--- config.mk ---
export PLATFORM = sky130hd
export DESIGN_NAME = lii_gearbox_wrapper
export DESIGN_NICKNAME = d
export VERILOG_FILES = /design/src/rtl/lii_gearbox_wrapper.sv
export SDC_FILE = /design/constraint.sdc
export NUM_CORES = 1
export LEC_CHECK = 0
export CAP_MARGIN = 20
export CORE_MARGIN = 5
export CORE_UTILIZATION = 50
export DETAILED_ROUTE_END_ITERATION = 10
export PLACE_DENSITY = 0.88
export SYNTH_ARGS = -nofsm -noshare
export SYNTH_HDL_FRONTEND = slang
export SYNTH_SLANG_ARGS = --single-unit
export TNS_END_PERCENT = 5
--- constraint.sdc ---
create_clock -name aclk -period 2.9 [get_ports aclk]
set_clock_uncertainty 0.05 [all_clocks]
set_input_delay 0.87 -clock aclk [delete_from_list [all_inputs] [get_ports aclk]]
set_output_delay 0.87 -clock aclk [all_outputs]
set_load 0.01 [all_outputs]
--- src/rtl/lii_gearbox_wrapper.sv ---
// LII phy <-> kernel gearbox: unpacks PW beats into IW words, packs OW words into PW beats.
// Ports: aclk/arstn, lii_in_p0_* (phy in), lii_out_p0_* (phy out), in/out_stream_* (kernel), ce, drop_cnt.
module lii_gearbox_wrapper #(
  parameter int          PW        = 64,
  parameter int          IW        = 16,
  parameter int          OW        = 16,
  parameter logic [7:0]  LOCAL_ID  = 8'h00,
  parameter logic [7:0]  DEST_ID   = 8'h01,
  parameter int          PKT_WORDS = 0
) (
  input  logic          aclk,
  input  logic          arstn,
  input  logic [PW-1:0] lii_in_p0_tdata,
  input  logic          lii_in_p0_tvalid,
  input  logic [7:0]    lii_in_p0_src,
  input  logic [7:0]    lii_in_p0_dst,
  output logic          lii_in_p0_tready,
  output logic [PW-1:0] lii_out_p0_tdata,
  output logic          lii_out_p0_tvalid,
  output logic [7:0]    lii_out_p0_src,
  output logic [7:0]    lii_out_p0_dst,
  input  logic          lii_out_p0_tready,
  output logic [IW-1:0] in_stream_tdata,
  output logic          in_stream_tvalid,
  input  logic          in_stream_tready,
  input  logic [OW-1:0] out_stream_tdata,
  input  logic          out_stream_tvalid,
  output logic          out_stream_tready,
  output logic          ce,
  output logic [15:0]   drop_cnt
);

  localparam int RIN = PW / IW;
  localparam int ROUT = PW / OW;
  localparam int IXW = (RIN > 1) ? $clog2(RIN) : 1;
  localparam int CW = $clog2(ROUT + 1);
  localparam int PCW = $clog2(PKT_WORDS + 2);

  logic            r_run;
  logic            r_in_full;
  logic [PW-1:0]   r_in_data;
  logic [IXW-1:0]  r_in_idx;
  logic [15:0]     r_drop;
  logic [PW-1:0]   r_acc;
  logic [CW-1:0]   r_cnt;
  logic [PCW-1:0]  r_pkt;
  logic            r_out_full;
  logic [PW-1:0]   r_out_data;

  logic            w_in_hs;
  logic            w_in_last;
  logic            w_in_rdy;
  logic            w_in_acc;
  logic            w_in_keep;
  logic [IW-1:0]   w_slice;
  logic            w_pkt_done;
  logic            w_acc_full;
  logic            w_xfer;
  logic            w_k_rdy;
  logic            w_k_hs;
  logic [CW-1:0]   w_wr_idx;
  logic [PW-1:0]   w_acc_nxt;
  logic            w_unused;

  assign w_unused = ^lii_in_p0_src;

  // r_run holds the handshakes low while reset is asserted
  always_ff @(posedge aclk or negedge arstn) begin
    if (!arstn) r_run <= 1'b0;
    else        r_run <= 1'b1;
  end

  assign w_in_hs   = r_in_full & in_stream_tready;
  assign w_in_last = (r_in_idx == IXW'(RIN - 1));
  assign w_in_rdy  = r_run & (!r_in_full | (w_in_hs & w_in_last));
  assign w_in_acc  = lii_in_p0_tvalid & w_in_rdy;
  assign w_in_keep = (lii_in_p0_dst == LOCAL_ID);

  always_ff @(posedge aclk or negedge arstn) begin
    if (!arstn) begin
      r_in_full <= 1'b0;
      r_in_data <= '0;
      r_in_idx  <= '0;
      r_drop    <= '0;
    end else if (w_in_acc) begin
      r_in_full <= w_in_keep;
      r_in_idx  <= '0;
      if (w_in_keep)
        r_in_data <= lii_in_p0_tdata;
      else if (r_drop != 16'hFFFF)
        r_drop <= r_drop + 16'd1;
    end else if (w_in_hs) begin
      if (w_in_last) begin
        r_in_full <= 1'b0;
        r_in_idx  <= '0;
      end else begin
        r_in_idx <= r_in_idx + IXW'(1);
      end
    end
  end

  always_comb begin
    w_slice = '0;
    for (int i = 0; i < RIN; i++)
      if (r_in_idx == IXW'(i)) w_slice = r_in_data[i*IW +: IW];
  end

  // a reached packet boundary blocks the accumulator like a full one
  assign w_pkt_done = (PKT_WORDS != 0) && (r_pkt == PCW'(PKT_WORDS));
  assign w_acc_full = (r_cnt == CW'(ROUT)) | w_pkt_done;
  assign w_xfer     = w_acc_full & (!r_out_full | lii_out_p0_tready);
  assign w_k_rdy    = r_run & (!w_acc_full | w_xfer);
  assign w_k_hs     = out_stream_tvalid & w_k_rdy;
  assign w_wr_idx   = w_xfer ? '0 : r_cnt;

  // a transfer restarts the accumulator zeroed, so short packets pad with 0
  always_comb begin
    w_acc_nxt = w_xfer ? '0 : r_acc;
    for (int i = 0; i < ROUT; i++)
      if (w_k_hs && (w_wr_idx == CW'(i)))
        w_acc_nxt[i*OW +: OW] = out_stream_tdata;
  end

  always_ff @(posedge aclk or negedge arstn) begin
    if (!arstn) begin
      r_acc      <= '0;
      r_cnt      <= '0;
      r_pkt      <= '0;
      r_out_full <= 1'b0;
      r_out_data <= '0;
    end else begin
      r_acc <= w_acc_nxt;
      if (w_xfer)
        r_cnt <= CW'(w_k_hs);
      else if (w_k_hs)
        r_cnt <= r_cnt + CW'(1);
      if (w_pkt_done && w_xfer)
        r_pkt <= PCW'(w_k_hs);
      else if (w_k_hs && (PKT_WORDS != 0))
        r_pkt <= r_pkt + PCW'(1);
      if (w_xfer) begin
        r_out_full <= 1'b1;
        r_out_data <= r_acc;
      end else if (r_out_full && lii_out_p0_tready) begin
        r_out_full <= 1'b0;
      end
    end
  end

  assign lii_in_p0_tready  = w_in_rdy;
  assign in_stream_tvalid  = r_in_full;
  assign in_stream_tdata   = w_slice;
  assign drop_cnt          = r_drop;
  assign out_stream_tready = w_k_rdy;
  assign ce                = w_k_rdy;
  assign lii_out_p0_tvalid = r_out_full;
  assign lii_out_p0_tdata  = r_out_data;
  assign lii_out_p0_src    = LOCAL_ID;
  assign lii_out_p0_dst    = DEST_ID;

endmodule

==> impl_metrics.csv <==
group,metric,value,unit
power_and_ir_drop,switchingPower,2.969,mW
power_and_ir_drop,p_total,9.806,mW
sta,clock.fmax,338.7,MHz
finish,fin_area,12530,µm²
routing,firstDrtPassIters,5,
power_and_ir_drop,p_int,6.837,mW
global_route,antenna_found_initial,0,
sta,setup_ws,-0.05251,ns
run_status,status,"finished with violations",
setup_path,r2r-start,"r_in_idx[0]$_DFFE_PN0P_",
setup_path,max_stage_delay,0.44,ns
finish,final_cell_mix,"nand2_1 (301), dfrtp_1 (215), clkdlybuf4s50_1 (174), o21ai_0 (52), mux2_4 (49)",
yosys,syn_inst,902,
setup_path,cp_cell_sequence,"ha_4 > buf_12 > nand3b_1 > a21oi_2 > a21oi_2 > o21ai_1 > buf_2",
yosys,yosys_register_bits,216,
global_route,grt_first_pass_wirelength,39560,µm
floorplanning,initial_utilization,0.5054,
routing,wl_per_cell,18.31,µm
yosys,synth_flop_cell,"dfrtp_1",
sta,hold_viol,0,
routing,viasPerCell,5.323,
routing,drc,0,
routing,via_count,7212,
placement,placed_cell_area,11800,µm²
yosys,synthTopCellsByArea,"dfrtp_1 (57%), nand2_1 (12%), mux2_4 (7.8%)",
sta,worstMarginPinSlew,0.8247,ns
sta,fin_crit_sh,1.018,
setup_path,path_max_fanout,15,
clocking,cts_max_level,1,
setup_path,rrSetupSlack,0.44,ns
setup_path,crit_cells,7,
routing,ant_nets,0,
yosys,yosys.area.top_type,"dfrtp_1",
power_and_ir_drop,share_comb_of_total_power,0.271,
setup_path,path_delay_family,"flip-flops",
worst_hold_path,hold_class,"in -> async",
floorplanning,die_width,147.3,µm
floorplanning,top_level_ports,219,
setup_path,required,1.98,ns
finish,drive_gt1_frac,0.1650,
floorplanning,die_h,147.3,µm
sta,fin_crit,2.953,ns
power_and_ir_drop,ir_drop,594.3,µV
yosys,ys_warn_count,0,
routing,routed_wl,24810,µm
setup_path,critical_path_buf_inv_count,2,
yosys,ys_seq_area_frac,0.5737,
finish,insertedDiodeCount,0,
setup_path,worstSetupEndpointType,"primary output",
setup_path,worst-setup-path-type,"reg -> out",
finish,syn2layout_area_growth,33.01,%
power_and_ir_drop,swShare,0.3027,
yosys,synth-edff-count,0,
yosys,avgSynthCellArea,10.45,µm²
finish,final_common_cell,"nand2_1",
run_status,violations,"setup timing",
clocking,clock_latency,0.49,ns
setup_path,reg2reg_depth,8,
yosys,syn_area,9422,µm²
global_route,grt_pass1_vias,7573,
setup_path,r2r_end,"drop_cnt[15]$_DFFE_PN0P_",
placement,portBuffers,194,
yosys,synthArstFlopShare,1.000,
clocking,clk_pin_slew,0.06,ns
setup_path,arrival,2.03,ns
power_and_ir_drop,seq_power_share,0.445,
sta,rsz0062_at_grt,"true",
job,cap_violations,0,
floorplanning,die_area,21690,µm²
power_and_ir_drop,pwr-share-clk,0.284,
placement,hpwl,16960,µm
setup_path,crit_top_cell,"a21oi_2",
floorplanning,rows,50,
sta,finalMaxSlewViolations,0,
routing,drt_iter0_markers,542,
setup_path,startpoint_type,"flop",
global_route,grt_start_max_net_pins,75,
power_and_ir_drop,power_density,782.5,nW/µm²
clocking,cts_buffers,23,
global_route,grt-ovfl-total,0,
finish,nets,1218,
finish,fillCellCount,1383,
placement,routabilityCongestion,0.8338,
yosys,synth.distinct_cells,41,
clocking,cts_tree,"yes",
clocking,clock-sinks,216,
global_route,grt_usage,0.2257,
sta,hold_ws,0.2795,ns
sta,finalSetupViolCount,4,
clocking,clockBufferDepth,3,
floorplanning,core-area,18640,µm²
clocking,root_buffer,"clkbuf_16",
power_and_ir_drop,leakagePower,5.939,nW
yosys,synth_top_area_frac,0.5737,
sta,slew-limit-headroom,0.4492,
setup_path,slowest_stage,"dfrtp_2",
-- worst reg2reg max path, stage by stage (launching register included) --
cell and delay, ns:
dfrtp_2 0.41, buf_4 0.14, ha_2 0.21, a21bo_4 0.13, buf_4 0.11, nand3_2 0.14, a211oi_2 0.73, nand4_1 0.24
xnor2_1 0.18
-- cell families after synthesis --
kind of cell | count (synthesis) | share of synthesized area
AOI/OAI and AO/OA | 125 | 0.07570
xor gates and xnor gates | 14 | 0.01301
adders and majority gates | 9 | 0.01195
buffers and inverters | 90 | 0.05405
DFF | 216 | 0.5737
muxes | 66 | 0.09841
other | 2 | 0.0007971
and+or+nand+nor | 380 | 0.1724
-- worst max path at each step --
stage | startpoint | endpoint | slack [ns]
final | r_in_idx[0]$_DFFE_PN0P_ | in_stream_tdata[14] | -0.05
after global routing | r_in_idx[0]$_DFFE_PN0P_ | in_stream_tdata[14] | -0.13
after CTS | r_in_idx[0]$_DFFE_PN0P_ | in_stream_tdata[4] | -0.17
after detailed placement | in_stream_tready | lii_in_p0_tready | -0.20
after global placement | lii_out_p0_tready | out_stream_tready | -0.20
after floorplan | r_in_idx[0]$_DFFE_PN0P_ | in_stream_tdata[15] | 0.31
-- repair_timing --
| item | CTS | global route |
|---|---|---|
| endpoints found under the setup margin | 19 | 19 |
| pin swaps | 10 | 9 |
| hold buffers | 0 | 0 |
| setup buffers | 1 | 0 |
| cloned | 1 | 0 |
| resized for setup | 95 | 12 |
-- layout make-up --
class	count	area [µm²]	share of cell area
timing repair buffer	233	2381	0.1900
clock buffer	31	635.6	0.05072
inverter	22	82.58	0.006589
clock inverter	8	75.07	0.005990
sequential	216	5406	0.4314
multi-input combinational	611	3659	0.2919
tap	234	292.8	0.02336
-- stage by stage --
stage	util	setup slack, ns	TNS (ns)	std cells
final	0.6722	-0.05251	-0.1370	1355
after CTS	0.6717	-0.1661	-0.5602	1355
after detailed placement	0.6329	-0.2041	-2.249	1314
after global routing	0.6722	-0.1294	-1.156	1355
after global placement	0.6329	-0.2011	-1.104	1314
after floorplan	-	0.3098	0	917
-- sequential cells by signal, summed over array words and instances, names as in the netlist --
register	cells
r_in_idx	2
lii_out_p0_tvalid	1
r_acc	64
in_stream_tvalid	1
lii_out_p0_tdata	64
drop_cnt	16
r_cnt	3
r_in_data	64
r_run	1
-- synth_stat cells, types with 3 or more instances --
cell type,n
nand2_1,301
dfrtp_1,216
o21ai_0,66
mux2_4,49
a21oi_1,37
clkbuf_1,30
nand3_1,23
inv_1,22
buf_4,19
mux2_2,17
a22o_1,16
nand3b_1,16
xnor2_1,11
nor2_1,10
buf_2,9
ha_1,9
nand4_1,8
buf_12,5
and3_1,4
buf_1,4
nor3_1,3
xor2_1,3
-- per-layer routing --
metal | global-route usage | part of all wire
met2 | 0.3783 | 0.50
met4 | 0.09180 | 0.036
met5 | 0 | 0
met1 | 0.2944 | 0.41
met3 | 0.03701 | 0.054
-- power by group through the flow --
| stage | clock network, mW | registers (mW) | logic [mW] |
|---|---|---|---|
| 2_1_floorplan | 0 | 4.47 | 1.03 |
| 4_1_cts | 2.84 | 4.36 | 2.69 |
| 3_3_place_gp | 0 | 4.37 | 2.52 |
| 5_1_grt | 2.98 | 4.46 | 2.92 |
| 3_5_place_dp | 0 | 4.40 | 2.63 |
| 6_report | 2.78 | 4.37 | 2.66 |
(Power assumes the default switching activity.)
